$ cat src/rtl/mips_pkg.sv
// Shared types and encodings for the multicycle MIPS control path and ALU control decoder.
// Build option MC_ADDI_EN adds the addi execute/writeback states.
package mips_pkg;

   typedef enum logic [3:0] {
      StFetch,
      StDecode,
      StMemAdr,
      StMemRd,
      StMemWb,
      StMemWr,
      StExec,
      StAluWb,
      StBranch,
      StJump
`ifdef MC_ADDI_EN
      ,
      StAddiEx,
      StAddiWb
`endif
   } state_t;

   localparam logic [5:0] OP_RTYPE = 6'b000000;
   localparam logic [5:0] OP_LW    = 6'b100011;
   localparam logic [5:0] OP_SW    = 6'b101011;
   localparam logic [5:0] OP_BEQ   = 6'b000100;
   localparam logic [5:0] OP_J     = 6'b000010;
   localparam logic [5:0] OP_ADDI  = 6'b001000;

   localparam logic [1:0] ALUOP_ADD  = 2'b00;
   localparam logic [1:0] ALUOP_SUB  = 2'b01;
   localparam logic [1:0] ALUOP_FUNC = 2'b10;

   localparam logic [1:0] ALUSRCB_RT    = 2'b00;
   localparam logic [1:0] ALUSRCB_FOUR  = 2'b01;
   localparam logic [1:0] ALUSRCB_IMM   = 2'b10;
   localparam logic [1:0] ALUSRCB_IMMSH = 2'b11;

   localparam logic [1:0] PCSRC_ALU    = 2'b00;
   localparam logic [1:0] PCSRC_ALUOUT = 2'b01;
   localparam logic [1:0] PCSRC_JUMP   = 2'b10;

endpackage

$ cat src/rtl/multicycle_control_if.sv
// Control bundle between the multicycle control FSM (master) and the datapath (slave).
interface multicycle_control_if;

   logic [5:0] opcode;
   logic       mem_ready;
   logic       pcwrite;
   logic       branch;
   logic       iord;
   logic       memwrite;
   logic       irwrite;
   logic       memtoreg;
   logic       regdst;
   logic       regwrite;
   logic       alusrca;
   logic [1:0] alusrcb;
   logic [1:0] pcsrc;
   logic [1:0] aluop;
   logic       illegal;

   modport master (
      input  opcode, mem_ready,
      output pcwrite, branch, iord, memwrite, irwrite, memtoreg, regdst, regwrite,
             alusrca, alusrcb, pcsrc, aluop, illegal
   );

   modport slave (
      output opcode, mem_ready,
      input  pcwrite, branch, iord, memwrite, irwrite, memtoreg, regdst, regwrite,
             alusrca, alusrcb, pcsrc, aluop, illegal
   );

endinterface

$ cat src/rtl/mc_next_state.sv
// Combinational next-state logic for the multicycle control FSM; flags unsupported opcodes.
// Honours MC_ADDI_EN for the addi path.
module mc_next_state
   import mips_pkg::*;
(
   input  state_t     state_i,
   input  logic [5:0] opcode_i,
   input  logic       mem_ready_i,
   output state_t     state_d_o,
   output logic       illegal_o
);

   always_comb begin
      state_d_o = StFetch;
      illegal_o = 1'b0;
      case (state_i)
         StFetch:  state_d_o = mem_ready_i ? StDecode : StFetch;
         StDecode: begin
            case (opcode_i)
               OP_LW, OP_SW: state_d_o = StMemAdr;
               OP_RTYPE:     state_d_o = StExec;
               OP_BEQ:       state_d_o = StBranch;
               OP_J:         state_d_o = StJump;
`ifdef MC_ADDI_EN
               OP_ADDI:      state_d_o = StAddiEx;
`endif
               default:      illegal_o = 1'b1;
            endcase
         end
         StMemAdr: begin
            if (opcode_i == OP_LW) begin
               state_d_o = StMemRd;
            end else if (opcode_i == OP_SW) begin
               state_d_o = StMemWr;
            end
         end
         StMemRd:  state_d_o = mem_ready_i ? StMemWb : StMemRd;
         StMemWr:  state_d_o = mem_ready_i ? StFetch : StMemWr;
         StExec:   state_d_o = StAluWb;
`ifdef MC_ADDI_EN
         StAddiEx: state_d_o = StAddiWb;
`endif
         default:  state_d_o = StFetch;
      endcase
   end

endmodule

$ cat src/rtl/multicycle_control.sv
// Multicycle MIPS main control: state register plus Moore output decode.
// Define MC_ADDI_EN to support addi.
module multicycle_control
   import mips_pkg::*;
(
   input logic                  clk,
   input logic                  rst,
   multicycle_control_if.master ctrl
);

   state_t state_q, state_d;
   logic   illegal;

   mc_next_state u_next_state (
      .state_i     (state_q),
      .opcode_i    (ctrl.opcode),
      .mem_ready_i (ctrl.mem_ready),
      .state_d_o   (state_d),
      .illegal_o   (illegal)
   );

   always_ff @(posedge clk) begin
      if (rst) begin
         state_q <= StFetch;
      end else begin
         state_q <= state_d;
      end
   end

   always_comb begin
      ctrl.pcwrite  = 1'b0;
      ctrl.branch   = 1'b0;
      ctrl.iord     = 1'b0;
      ctrl.memwrite = 1'b0;
      ctrl.irwrite  = 1'b0;
      ctrl.memtoreg = 1'b0;
      ctrl.regdst   = 1'b0;
      ctrl.regwrite = 1'b0;
      ctrl.alusrca  = 1'b0;
      ctrl.alusrcb  = ALUSRCB_RT;
      ctrl.pcsrc    = PCSRC_ALU;
      ctrl.aluop    = ALUOP_ADD;
      ctrl.illegal  = 1'b0;
      case (state_q)
         StFetch: begin
            ctrl.alusrcb = ALUSRCB_FOUR;
            ctrl.irwrite = ctrl.mem_ready;
            ctrl.pcwrite = ctrl.mem_ready;
         end
         StDecode: begin
            ctrl.alusrcb = ALUSRCB_IMMSH;
            ctrl.illegal = illegal;
         end
         StMemAdr: begin
            ctrl.alusrca = 1'b1;
            ctrl.alusrcb = ALUSRCB_IMM;
         end
         StMemRd:  ctrl.iord = 1'b1;
         StMemWb: begin
            ctrl.memtoreg = 1'b1;
            ctrl.regwrite = 1'b1;
         end
         StMemWr: begin
            ctrl.iord     = 1'b1;
            ctrl.memwrite = 1'b1;
         end
         StExec: begin
            ctrl.alusrca = 1'b1;
            ctrl.aluop   = ALUOP_FUNC;
         end
         StAluWb: begin
            ctrl.regdst   = 1'b1;
            ctrl.regwrite = 1'b1;
         end
         StBranch: begin
            ctrl.alusrca = 1'b1;
            ctrl.aluop   = ALUOP_SUB;
            ctrl.pcsrc   = PCSRC_ALUOUT;
            ctrl.branch  = 1'b1;
         end
         StJump: begin
            ctrl.pcsrc   = PCSRC_JUMP;
            ctrl.pcwrite = 1'b1;
         end
`ifdef MC_ADDI_EN
         StAddiEx: begin
            ctrl.alusrca = 1'b1;
            ctrl.alusrcb = ALUSRCB_IMM;
         end
         StAddiWb: ctrl.regwrite = 1'b1;
`endif
         default: ;
      endcase
      // Reset suppresses every side-effecting strobe, whatever state the register holds.
      if (rst) begin
         ctrl.pcwrite  = 1'b0;
         ctrl.branch   = 1'b0;
         ctrl.memwrite = 1'b0;
         ctrl.irwrite  = 1'b0;
         ctrl.regwrite = 1'b0;
         ctrl.illegal  = 1'b0;
      end
   end

endmodule

$ cat src/flat_wrapper.sv
// flat-port wrapper written by rule: the top's interface ports become plain ports
module multicycle_control_flat import mips_pkg::*;
  (clk, rst, ctrl_opcode, ctrl_mem_ready, ctrl_pcwrite, ctrl_branch, ctrl_iord, ctrl_memwrite, ctrl_irwrite, ctrl_memtoreg, ctrl_regdst, ctrl_regwrite, ctrl_alusrca, ctrl_alusrcb, ctrl_pcsrc, ctrl_aluop, ctrl_illegal);
  multicycle_control_if ctrl_i ();
  input logic clk;
  input logic rst;
  input wire logic [$bits(ctrl_i.opcode)-1:0] ctrl_opcode;
  input wire logic [$bits(ctrl_i.mem_ready)-1:0] ctrl_mem_ready;
  output wire logic [$bits(ctrl_i.pcwrite)-1:0] ctrl_pcwrite;
  output wire logic [$bits(ctrl_i.branch)-1:0] ctrl_branch;
  output wire logic [$bits(ctrl_i.iord)-1:0] ctrl_iord;
  output wire logic [$bits(ctrl_i.memwrite)-1:0] ctrl_memwrite;
  output wire logic [$bits(ctrl_i.irwrite)-1:0] ctrl_irwrite;
  output wire logic [$bits(ctrl_i.memtoreg)-1:0] ctrl_memtoreg;
  output wire logic [$bits(ctrl_i.regdst)-1:0] ctrl_regdst;
  output wire logic [$bits(ctrl_i.regwrite)-1:0] ctrl_regwrite;
  output wire logic [$bits(ctrl_i.alusrca)-1:0] ctrl_alusrca;
  output wire logic [$bits(ctrl_i.alusrcb)-1:0] ctrl_alusrcb;
  output wire logic [$bits(ctrl_i.pcsrc)-1:0] ctrl_pcsrc;
  output wire logic [$bits(ctrl_i.aluop)-1:0] ctrl_aluop;
  output wire logic [$bits(ctrl_i.illegal)-1:0] ctrl_illegal;
  assign ctrl_i.opcode = ctrl_opcode;
  assign ctrl_i.mem_ready = ctrl_mem_ready;
  assign ctrl_pcwrite = ctrl_i.pcwrite;
  assign ctrl_branch = ctrl_i.branch;
  assign ctrl_iord = ctrl_i.iord;
  assign ctrl_memwrite = ctrl_i.memwrite;
  assign ctrl_irwrite = ctrl_i.irwrite;
  assign ctrl_memtoreg = ctrl_i.memtoreg;
  assign ctrl_regdst = ctrl_i.regdst;
  assign ctrl_regwrite = ctrl_i.regwrite;
  assign ctrl_alusrca = ctrl_i.alusrca;
  assign ctrl_alusrcb = ctrl_i.alusrcb;
  assign ctrl_pcsrc = ctrl_i.pcsrc;
  assign ctrl_aluop = ctrl_i.aluop;
  assign ctrl_illegal = ctrl_i.illegal;
  multicycle_control u_core (.clk(clk), .rst(rst), .ctrl(ctrl_i));
endmodule
$ cat config.mk
export PLATFORM = sky130hd
export DESIGN_NAME = multicycle_control_flat
export DESIGN_NICKNAME = d
export VERILOG_FILES = /design/src/rtl/mips_pkg.sv /design/src/rtl/multicycle_control_if.sv /design/src/rtl/mc_next_state.sv /design/src/rtl/multicycle_control.sv /design/src/flat_wrapper.sv
export SDC_FILE = /design/constraint.sdc
export NUM_CORES = 1
export LEC_CHECK = 0
export CORE_UTILIZATION = 32
export DETAILED_ROUTE_END_ITERATION = 7
export MAX_ROUTING_LAYER = met4
export PLACE_DENSITY = 0.68
export SLEW_MARGIN = 20
export SYNTH_ARGS = -nofsm -noshare
export SYNTH_HDL_FRONTEND = slang
export SYNTH_SLANG_ARGS = --single-unit
$ cat constraint.sdc
create_clock -name clk -period 1.55 [get_ports clk]
set_input_delay 0.31 -clock clk [delete_from_list [all_inputs] [get_ports clk]]
set_output_delay 0.31 -clock clk [all_outputs]
set_load 0.005 [all_outputs]
==> impl_results.rst, run 1 <==
.. list-table::
   :header-rows: 1

   * - Metric
     - Value
   * - Bufs on Longest Clock Path
     - 2
   * - Largest fanout on the critical path
     - 4
   * - Half-perimeter wire length after placement
     - 1302 um
   * - Post-synthesis instance area
     - 526.8 um^2
   * - Number of enable-type register cells in the synthesized netlist
     - 0
   * - Wire length of the first global-routing pass
     - 3788 um
   * - Largest vdd supply drop
     - 0.2511 mV
   * - Category of the worst setup path capture point
     - primary output
   * - Post-CTS Hold Buffers
     - 0
   * - Largest net degree at the start of global routing
     - 12
   * - Number of remaining DRC errors
     - 0
   * - Overall overflow remaining after global route
     - 0
   * - Max FFs per register
     - 4
   * - Worst skew pair latency
     - 240 ps
   * - Met2 track utilization from global routing
     - 53.85%
   * - Failing checks
     - setup timing
   * - Number of synthesized register bits
     - 4
   * - Min-Delay Path Class
     - input pin to flop
   * - Leakage
     - 0.4871 nW
   * - Fraction of met3 tracks used by global routing
     - slightly above 5%
   * - Initial Util
     - 34.56%
   * - Floorplan die area
     - 1812 um^2
   * - Placed cell areas
     - between 900 and 1000 um^2
   * - Sink Count
     - 4
   * - Fraction of final layout cells with drive strength greater than 1
     - 69.47%
   * - CTS root buf
     - sky130_fd_sc_hd__clkbuf_4
   * - Total wirelength of the detailed-routed design
     - roughly 2300 um
   * - Antenna diode instance count
     - 0
   * - Data arrival time at the worst-slack endpoint
     - between 1000 and 1500 ps
   * - Net count of the mapped netlist
     - 86
   * - Finished Core Util
     - between 70% and 80%
   * - Final design area excluding fillers
     - 1116 um^2
   * - Launching element type of the critical path
     - flop
   * - Worst Hold Launch
     - ctrl_opcode[3]
   * - Delay of the slowest cell on the worst path
     - 350 ps
   * - Worst setup slack after placement
     - -670.0 ps
   * - Final count of hold timing violations
     - 0
   * - Total number of placement rows
     - 14
   * - Via Count
     - 808
   * - Number of warnings reported in the yosys synthesis log
     - 0
   * - Number of ports placed on the die boundary
     - 25
   * - Clock transition at the register clock pins on the worst setup and hold paths after CTS
     - 40 ps
   * - Final clock skew
     - 3.193 ps
   * - Layout net count
     - between 100 and 150
   * - Post-synthesis sequential area ratio
     - 15.20%
   * - Crit path max-delay family
     - flip-flops
   * - Violation count after the first detailed-routing iteration
     - 2
   * - Cell taking the most area after synthesis
     - sky130_fd_sc_hd__dfxtp_1
   * - Setup repair after global routing missed its margin
     - true
   * - Number of global-route vias before repair
     - 862
   * - Class of the most critical setup path
     - flop to primary output
   * - Share of the cycle needed by the critical path after routing
     - 105.3%
   * - Number of buffers added by the clock tree synthesis step
     - 3
   * - CTS tree
     - built
   * - Pwr/cell area
     - around 330 nW/um^2
   * - Prevailing post-synth register cell
     - sky130_fd_sc_hd__dfxtp_1
   * - Core area
     - 1524 um^2
   * - Antenna Violating Nets Remaining
     - 0
   * - Number of port buffers
     - 24
   * - Horizontal extent of the die
     - about 43 um
   * - Post-route minimum period
     - 1632 ps
   * - Distinct cell type count after synthesis
     - 30
   * - Startpoint of the most critical setup path
     - u_core.state_q[2]
   * - Synth async-reset ratio
     - 0%
   * - WL per Instance
     - 15.44 um
   * - Most common cell in the netlist
     - sky130_fd_sc_hd__nor2_1
   * - Area fraction of the dominant cell type after synthesis
     - 15.20%
   * - Met1 usage
     - 28.13%
   * - Sum of buffers and inverters on the critical path
     - 2
   * - Commonest cells post-synth
     - sky130_fd_sc_hd__nor2_1 (9), sky130_fd_sc_hd__nor3_1 (8), sky130_fd_sc_hd__nand2b_1 (7)
   * - # setup viols final
     - 7
   * - Number of optimization iterations in the first detailed-route pass
     - 4
   * - Biggest area contributors in the synthesized netlist
     - sky130_fd_sc_hd__dfxtp_1 (15%), sky130_fd_sc_hd__nand2b_1 (8.3%), sky130_fd_sc_hd__nor3_1 (7.6%), sky130_fd_sc_hd__nor4_1 (7.1%), sky130_fd_sc_hd__nor2_1 (6.4%)
   * - Cell with the largest stage delay on the worst path
     - sky130_fd_sc_hd__dfxtp_4
   * - Most crowded layer after global routing
     - met2
   * - Critical path required time
     - 1240 ps
   * - Most flop-heavy register
     - u_core.state_q
   * - Average cell area after synthesis
     - 6.841 um^2
   * - Result of the run
     - finished with violations
   * - PnR worst setup slack
     - -82.23 ps
   * - Detail-routed via count per cell
     - 5.497
   * - CTS H-Tree Depth
     - 1
   * - Registers with the highest flip-flop counts
     - u_core.state_q x4
   * - Cell count after synthesis
     - 77
   * - GRT Util Overall
     - 28.61%
   * - Routability Congestion
     - approximately 0.83
   * - Die extent in y
     - 42.57 um
   * - Startpoint of the most critical register-to-register path
     - u_core.state_q[0]
   * - Critical-path cell list
     - nor3_4 > buf_4 > nand2_2 > o21ba_1 > buf_2
   * - Relative slew slack
     - 79.84%
   * - Peak clock frequency supported by timing
     - between 600 and 700 MHz
   * - Number of max-capacitance violations reported
     - 0
   * - Max Transition Viols Final
     - 0
   * - Initial antenna violation count
     - 0
   * - Area added between synthesis and finish
     - 111.9%
   * - Slew at the pin closest to its max-slew limit
     - ~300 ps
cell families (layout without fill, tap and decap cells):
logic type	count (synthesis)	count (layout)	share of synthesized area, %
AO/OA/AOI/OAI	13	13	15.20
buffers and inverters	7	61	8.076
AND/OR/NAND/NOR	50	50	56.30
XOR/XNOR	2	2	3.326
flip-flops	4	4	15.20
multiplexers	1	1	1.900
report_power, final:
group | total [mW] | leakage, nW | internal [mW] | switching, mW
registers | 0.105 | 0.0349 | 0.102 | 0.00231
logic | 0.131 | 0.438 | 0.0697 | 0.0610
clock network | 0.132 | 0.0138 | 0.0868 | 0.0457
path summary, 6_finish.rpt:
kind | end | slack (ps) | cells past startpoint
max | ctrl_illegal | -80 | 5
min | u_core.state_q[3] | 480 | 4
max reg2reg | u_core.state_q[2] | 50 | 5
min reg2reg | u_core.state_q[3] | 630 | 3
what timing repair did:
item,4_1_cts,5_1_grt
hold endpoints to repair,0,0
setup buffers,8,2
setup endpoints to repair,17,15
pin swaps,7,6
resized for setup,82,28
tightest hold or removal path, cell delays in order:
cell                       delay (ps)
sky130_fd_sc_hd__clkbuf_2          90
sky130_fd_sc_hd__or3_4            130
sky130_fd_sc_hd__buf_4            110
sky130_fd_sc_hd__nor4_1            40
layer usage:
| layer | up-vias | share of wire [%] |
|---|---|---|
| met5 | - | 0 |
| met4 | 0 | 2.4 |
| met3 | 7 | 4.0 |
| met2 | 29 | 56 |
| met1 | 381 | 37 |
| li1 | 391 | - |
per-stage QoR:
stage                     setup TNS (ps)  hold WS (ps)  instances  total power [mW]
final                             -257.4         479.9        147            0.3678
after global routing              -554.6         493.6        147            0.3853
after CTS                         -230.4         618.0        147            0.3511
after detailed placement           -4888         650.4        138            0.2249
after global placement             -4617         637.2        138            0.2227
after floorplan                        0         386.2         77            0.1515
layout by cell type (no fill, tap or decap), types with 4 or more instances in the layout:
master,instances
sky130_fd_sc_hd__nor3_2,5
sky130_fd_sc_hd__buf_4,31
sky130_fd_sc_hd__buf_2,13
sky130_fd_sc_hd__nor2_1,6
sky130_fd_sc_hd__nand2b_4,4
sky130_fd_sc_hd__nor2_2,4
sky130_fd_sc_hd__clkbuf_2,5
cell type report:
class                   instances  area, um^2
clock buffers                   3       22.52
fillers                       133       407.9
multi-input cells              66       556.8
flip-flops and latches          4       90.09
well taps                      16       20.02
repair buffers                 58       426.7
No activity file was read; power rests on OpenSTA's default activity.
==> inputs of run 2 (changes only) <==
Settings changed: CORE_UTILIZATION 32 to 35, PLACE_DENSITY 0.68 to 0.73.
Clock period 1.55 ns to 2 ns, I/O delays scaled along.
==> run 2 against run 1 <==
  * The flow now finishes without violations
  * First-iteration DRC count grew to 6.0 times the previous value
  * Register-to-register slack better by 580 ps
  * Flip-flop and latch count stayed put
  * Wire length is 25% lower
  * Total power is 25% lower
  * Die area is 8.2% lower
  * Largest cell class unchanged
  * Largest power group unchanged
  * Highest routed layer unchanged
==> impl_results.rst, run 2 (synthesis gave the netlist of run 1 again) <==
.. list-table::
   :header-rows: 1

   * - Metric
     - Value
   * - Slew at the pin closest to its max-slew limit
     - 325.8 ps (+25.61 ps)
   * - Violation count after the first detailed-routing iteration
     - 12 (+10)
   * - Number of buffers added by the clock tree synthesis step
     - 3 (unchanged)
   * - Final clock skew
     - 3.157 ps (-0.03614 ps)
   * - Result of the run
     - complete, no violations
   * - Die extent in y
     - 40.80 um (-4.2%)
   * - Initial Util
     - 39.02% (+4.5 points)
   * - Commonest cells after routing, fill and taps aside
     - sky130_fd_sc_hd__buf_4 (19), sky130_fd_sc_hd__nor2_1 (8), sky130_fd_sc_hd__dlymetal6s2s_1 (8), sky130_fd_sc_hd__dlygate4sd2_1 (8)
   * - Bufs on Longest Clock Path
     - 2 (unchanged)
   * - PnR worst setup slack
     - 23.82 ps (+106.1 ps)
   * - Layout net count
     - 128 (-9.9%)
   * - Met1 usage
     - 22.65% (-5.5 points)
   * - Number of ports placed on the die boundary
     - 25 (unchanged)
   * - Most flop-heavy register
     - u_core.state_q
   * - Area added between synthesis and finish
     - 83.37%
   * - Overall overflow remaining after global route
     - 0 (unchanged)
   * - Number of max-capacitance violations reported
     - 0 (unchanged)
   * - Registers with the highest flip-flop counts
     - u_core.state_q x4
   * - Via Count
     - 746 (-7.7%)
   * - Detail-routed via count per cell
     - 5.652 (+2.8%)
   * - Antenna Violating Nets Remaining
     - 0 (unchanged)
   * - Fraction of final layout cells with drive strength greater than 1
     - 34.19% (-35 points)
   * - Relative slew slack
     - 78.11% (-1.7 points)
   * - Peak clock frequency supported by timing
     - 506.0 MHz
   * - Number of optimization iterations in the first detailed-route pass
     - 4 (unchanged)
   * - Largest fanout on the critical path
     - 3 (-1)
   * - Final count of hold timing violations
     - 0 (unchanged)
   * - Int Pwr
     - 0.1984 mW (-23%)
   * - Sum of negative setup slack
     - 0 ps (+257.4 ps)
   * - Number of remaining DRC errors
     - 0 (unchanged)
   * - Most crowded layer after global routing
     - met2
   * - Post-route minimum period
     - 1976 ps
   * - Largest vdd supply drop
     - 0.3530 mV (+41%)
   * - GRT Util Overall
     - 23.36% (-5.3 points)
   * - Worst setup slack after placement
     - -424.4 ps (+245.6 ps)
   * - Half-perimeter wire length after placement
     - 1249 um (-4.1%)
   * - Largest net degree at the start of global routing
     - 15 (+3)
   * - Sink Count
     - 4 (unchanged)
   * - Placed Instances
     - 128 (-7.2%)
   * - Setup repair after global routing missed its margin
     - true
   * - Worst skew pair latency
     - 240 ps (about the same)
   * - Antenna diode instance count
     - 0 (unchanged)
   * - Initial antenna violation count
     - 0 (unchanged)
   * - # setup viols final
     - 0 (-7)
   * - Number of non-filler instances in the completed layout
     - 132 (-10%)
   * - Floorplan die area
     - 1664 um^2 (-8.2%)
   * - Min-Delay Path Class
     - input pin to flop
   * - Core area
     - 1350 um^2 (-11%)
   * - Met2 track utilization from global routing
     - 46.48% (-7.4 points)
   * - Horizontal extent of the die
     - 40.80 um (-4.2%)
   * - Leakage
     - 0.4854 nW (-0.35%)
   * - Clock transition at the register clock pins on the worst setup and hold paths after CTS
     - 40 ps (about the same)
   * - Number of port buffers
     - 24 (unchanged)
   * - WL per Instance
     - 12.86 um (-17%)
   * - Total wirelength of the detailed-routed design
     - 1697 um (-25%)
   * - Routability Congestion
     - 0.8924 (+7.1%)
   * - Switching power
     - 0.07664 mW (-30%)
   * - CTS root buf
     - sky130_fd_sc_hd__clkbuf_4
   * - Switching part of the total
     - 27.86% (-1.8 points)
   * - CTS tree
     - built
   * - Wire length of the first global-routing pass
     - 2525 um (-33%)
   * - Total number of placement rows
     - 13 (-1)
   * - CTS H-Tree Depth
     - 1 (unchanged)
   * - Category of the worst setup path capture point
     - primary output
   * - Most common cell after layout, fill and taps aside
     - sky130_fd_sc_hd__buf_4
   * - Sequential fraction of design power
     - 30.6% (+2.1 points)
   * - Data arrival time at the worst-slack endpoint
     - 1580 ps (+260 ps)
   * - Launching element type of the critical path
     - input pin
   * - Number of global-route vias before repair
     - 637 (-26%)
   * - Max Transition Viols Final
     - 0 (unchanged)
   * - Combinational cell fraction of total power
     - 31.5% (-4.0 points)
   * - Share of the cycle needed by the critical path after routing
     - 98.81%
   * - Total chip power
     - 0.2751 mW (-25%)
   * - Max FFs per register
     - 4 (unchanged)
   * - Critical path required time
     - 1600 ps (+360 ps)
   * - Class of the most critical setup path
     - input pin to primary output
   * - Fraction of met3 tracks used by global routing
     - 4.891% (-0.28 points)
   * - Pwr/cell area
     - 284.8 nW/um^2 (-14%)
   * - Clock group share of total power
     - 37.9% (+1.9 points)
[run 2: final timing paths]
path / start / end / slack [ps] / depth (start not counted)
max: ctrl_opcode[5] / ctrl_illegal / 20 / 6
min: ctrl_opcode[3] / u_core.state_q[2] / 610 / 4
max reg2reg: u_core.state_q[0] / u_core.state_q[1] / 630 / 5
min reg2reg: u_core.state_q[3] / u_core.state_q[2] / 650 / 2
[run 2: metrics by stage]
stage / utilization, % / area (um^2) / hold WS [ps]
after floorplan: - / 526.8 / 476.2
after global placement: 65.62 / 885.9 / 722.6
after detailed placement: 65.62 / 885.9 / 713.8
after CTS: 69.14 / 933.4 / 638.1
after global routing: 71.55 / 965.9 / 619.2
final: 71.55 / 965.9 / 610.9
[run 2: repair_timing]
action / in CTS / in global routing
endpoints found under the setup margin: 13 / 7
hold endpoints to repair: 0 / 0
hold buffers: 0 / 0
cloned: 0 / 0
pin swaps: 1 / 4
buffers inserted: 1 / 0
gates resized for setup: 19 / 15
[run 2: cell type report]
class                           instances  area [um^2]
Sequential cell                         4        90.09
Tap cell                               15        18.77
Multi-Input combinational cell         66        435.4
Fill cell                             118        384.1
Clock buffer                            3        22.52
Timing Repair Buffer                   44        399.1
[run 2: worst max-delay path, stage by stage]
cell                             delay (ps)
sky130_fd_sc_hd__dlymetal6s2s_1         140
sky130_fd_sc_hd__or3_4                  420
sky130_fd_sc_hd__a21oi_2                150
sky130_fd_sc_hd__nor2_1                  50
sky130_fd_sc_hd__o21ba_1                160
sky130_fd_sc_hd__dlygate4sd2_1          250
[run 2: power groups by stage]
stage | logic (mW) | registers, mW | clock network (mW)
3_5_place_dp | 0.0842 | 0.0863 | 0
5_1_grt | 0.0940 | 0.0844 | 0.112
4_1_cts | 0.0843 | 0.0842 | 0.105
6_report | 0.0865 | 0.0842 | 0.104
2_1_floorplan | 0.0342 | 0.0832 | 0
3_3_place_gp | 0.0830 | 0.0861 | 0
[run 2: metal layers]
layer,wire length (um),part of all wire [%]
met5,0,0
met4,17,1.0
met3,95,5.6
met2,943,56
met1,641,38
==> inputs of run 3 (changes only) <==
Settings changed: SKIP_CTS_REPAIR_TIMING set to 1.
==> run 3 against run 2 <==
  * The flow now finishes with violations (setup timing)
  * Die area unchanged
  * Maximum frequency down 7.1%
  * Worst hold slack better by 39 ps
  * Largest cell class unchanged
  * Largest power group unchanged
==> impl_results.rst, run 3 (synthesis gave the netlist of run 1 again) <==
.. list-table::
   :header-rows: 1

   * - Metric
     - Value
   * - Cells on Worst Hold Path
     - 2 (-2)
   * - Reg-to-reg endpoint
     - u_core.state_q[1]
   * - Post-route minimum period
     - 2127 ps (+151.2 ps)
   * - Bufs on Longest Clock Path
     - 2 (unchanged)
   * - Worst Hold Launch
     - u_core.state_q[3]
   * - Area added between synthesis and finish
     - 84.80%
   * - Peak clock frequency supported by timing
     - 470.1 MHz (-7.1%)
   * - GRT Util Overall
     - 21.61% (-1.8 points)
   * - WL per Instance
     - 12.75 um (-0.82%)
   * - Setup slack of the most critical reg-to-reg path
     - 590 ps (-40 ps)
   * - Layout net count
     - 128 (unchanged)
   * - CTS tree
     - built
   * - # setup viols final
     - 1 (+1)
   * - Floorplan die area
     - 1664 um^2 (unchanged)
   * - Slew at the pin closest to its max-slew limit
     - 318.2 ps (-7.565 ps)
   * - Total wirelength of the detailed-routed design
     - 1683 um (-0.82%)
   * - Via Count
     - 718 (-3.8%)
   * - Largest vdd supply drop
     - 0.3668 mV (+3.9%)
   * - Failing checks
     - setup timing
   * - Critical path required time
     - 1600 ps (about the same)
   * - Final clock skew
     - 3.932 ps (+0.7748 ps)
   * - Antenna Violating Nets Remaining
     - 0 (unchanged)
   * - Routability Congestion
     - 0.8924 (unchanged)
   * - Violation count after the first detailed-routing iteration
     - 12 (unchanged)
   * - Leakage
     - 0.5542 nW (+14%)
   * - Clock transition at the register clock pins on the worst setup and hold paths after CTS
     - 40 ps (about the same)
   * - Launching element type of the critical path
     - input pin
   * - Core area
     - 1350 um^2 (unchanged)
   * - Number of buffers added by the clock tree synthesis step
     - 3 (unchanged)
   * - Layout fillers
     - 119 (+0.85%)
   * - Number of ports placed on the die boundary
     - 25 (unchanged)
   * - Initial antenna violation count
     - 0 (unchanged)
   * - Worst skew pair latency
     - 240 ps (about the same)
   * - Antenna diode instance count
     - 0 (unchanged)
   * - Sink Count
     - 4 (unchanged)
   * - Half-perimeter wire length after placement
     - 1249 um (unchanged)
   * - Startpoint of the most critical register-to-register path
     - u_core.state_q[0]
   * - Largest net degree at the start of global routing
     - 15 (unchanged)
   * - Overall overflow remaining after global route
     - 0 (unchanged)
   * - Max FFs per register
     - 4 (unchanged)
   * - Number of optimization iterations in the first detailed-route pass
     - 4 (unchanged)
   * - Data arrival time at the worst-slack endpoint
     - 1730 ps (+150 ps)
   * - Die extent in y
     - 40.80 um (unchanged)
   * - CTS H-Tree Depth
     - 1 (unchanged)
   * - Most flop-heavy register
     - u_core.state_q
   * - Endpoint of the worst hold path
     - u_core.state_q[2]
   * - Number of remaining DRC errors
     - 0 (unchanged)
   * - Relative slew slack
     - 78.62% (+0.51 points)
   * - Number of global-route vias before repair
     - 613 (-3.8%)
   * - Pwr/cell area
     - 285.0 nW/um^2 (about the same)
   * - Most common cell after layout, fill and taps aside
     - sky130_fd_sc_hd__buf_4
   * - Largest fanout on the critical path
     - 3 (unchanged)
   * - PnR worst setup slack
     - -127.3 ps (-151.2 ps)
   * - Final count of hold timing violations
     - 0 (unchanged)
   * - Worst R2R Path Depth
     - 5 (unchanged)
   * - Max Transition Viols Final
     - 0 (unchanged)
   * - Number of max-capacitance violations reported
     - 0 (unchanged)
   * - Result of the run
     - finished with violations
   * - Setup repair after global routing missed its margin
     - true
   * - CTS root buf
     - sky130_fd_sc_hd__clkbuf_4
   * - Registers with the highest flip-flop counts
     - u_core.state_q x4
   * - Class of the most critical setup path
     - input pin to primary output
   * - Finished Core Util
     - 72.10% (+0.56 points)
   * - Commonest cells after routing, fill and taps aside
     - sky130_fd_sc_hd__buf_4 (19), sky130_fd_sc_hd__dlymetal6s2s_1 (13), sky130_fd_sc_hd__clkdlybuf4s50_1 (10)
   * - Horizontal extent of the die
     - 40.80 um (unchanged)
   * - Fraction of final layout cells with drive strength greater than 1
     - 32.48% (-1.7 points)
   * - Detail-routed via count per cell
     - 5.439 (-3.8%)
   * - Number of port buffers
     - 24 (unchanged)
   * - Share of the cycle needed by the critical path after routing
     - 106.4% (+7.6 points)
   * - Initial Util
     - 39.02% (unchanged)
   * - Total number of placement rows
     - 13 (unchanged)
   * - Total chip power
     - 0.2774 mW (+0.85%)
   * - Min-Delay Path Class
     - flop to flop
   * - Category of the worst setup path capture point
     - primary output
   * - Startpoint of the most critical setup path
     - ctrl_opcode[5]
   * - Wire length of the first global-routing pass
     - 2352 um (-6.9%)
run 3: report_power, final:
group          total, mW  leakage [nW]  switching [mW]  internal [mW]
clock network      0.105        0.0138          0.0375         0.0674
registers         0.0853        0.0346         0.00408         0.0813
logic             0.0871         0.506          0.0344         0.0527
total              0.277         0.554          0.0760          0.201
run 3: worst max-delay path, cell delays in order:
cell and delay [ps]:
sky130_fd_sc_hd__clkdlybuf4s50_1 420, sky130_fd_sc_hd__or3_4 420, sky130_fd_sc_hd__a21oi_2 140, sky130_fd_sc_hd__nor2_1 50, sky130_fd_sc_hd__o21ba_1 160, sky130_fd_sc_hd__dlymetal6s2s_1 140
run 3: worst max path at each step:
stage / endpoint / slack (ps)
floorplan: ctrl_illegal / 470
global placement: ctrl_illegal / -390
detailed placement: ctrl_illegal / -420
CTS: ctrl_illegal / -430
global route: ctrl_illegal / -200
finish: ctrl_illegal / -130
run 3: layout make-up:
type | count | area (um^2) | area share, %
flip-flops and latches | 4 | 87.58 | 8.997
clock buffers | 3 | 22.52 | 2.314
repair buffers | 44 | 421.7 | 43.32
multi-input cells | 66 | 422.9 | 43.44
well taps | 15 | 18.77 | 1.928
run 3: routing by layer:
layer  track usage (%)  routed length (um)  vias to the layer above
met3             4.891                  79                        0
met5                 -                   0                        -
met2             40.63                 926                       25
met1             21.94                 678                      329
met4             5.833                   0                        0
li1                  -                   -                      364
run 3: per-stage QoR:
stage | std cells | worst slack [ps] | instance area, um^2 | hold WS (ps) | TNS [ps]
3_3_place_gp | 128 | -386.6 | 885.9 | 722.6 | -1350
2_1_floorplan | 77 | 471.3 | 526.8 | 476.2 | 0
6_report | 132 | -127.3 | 973.4 | 650.1 | -127.3
5_1_grt | 132 | -202.6 | 973.4 | 686.1 | -202.6
4_1_cts | 131 | -427.2 | 908.4 | 716.0 | -1955
3_5_place_dp | 128 | -424.4 | 885.9 | 713.8 | -1451
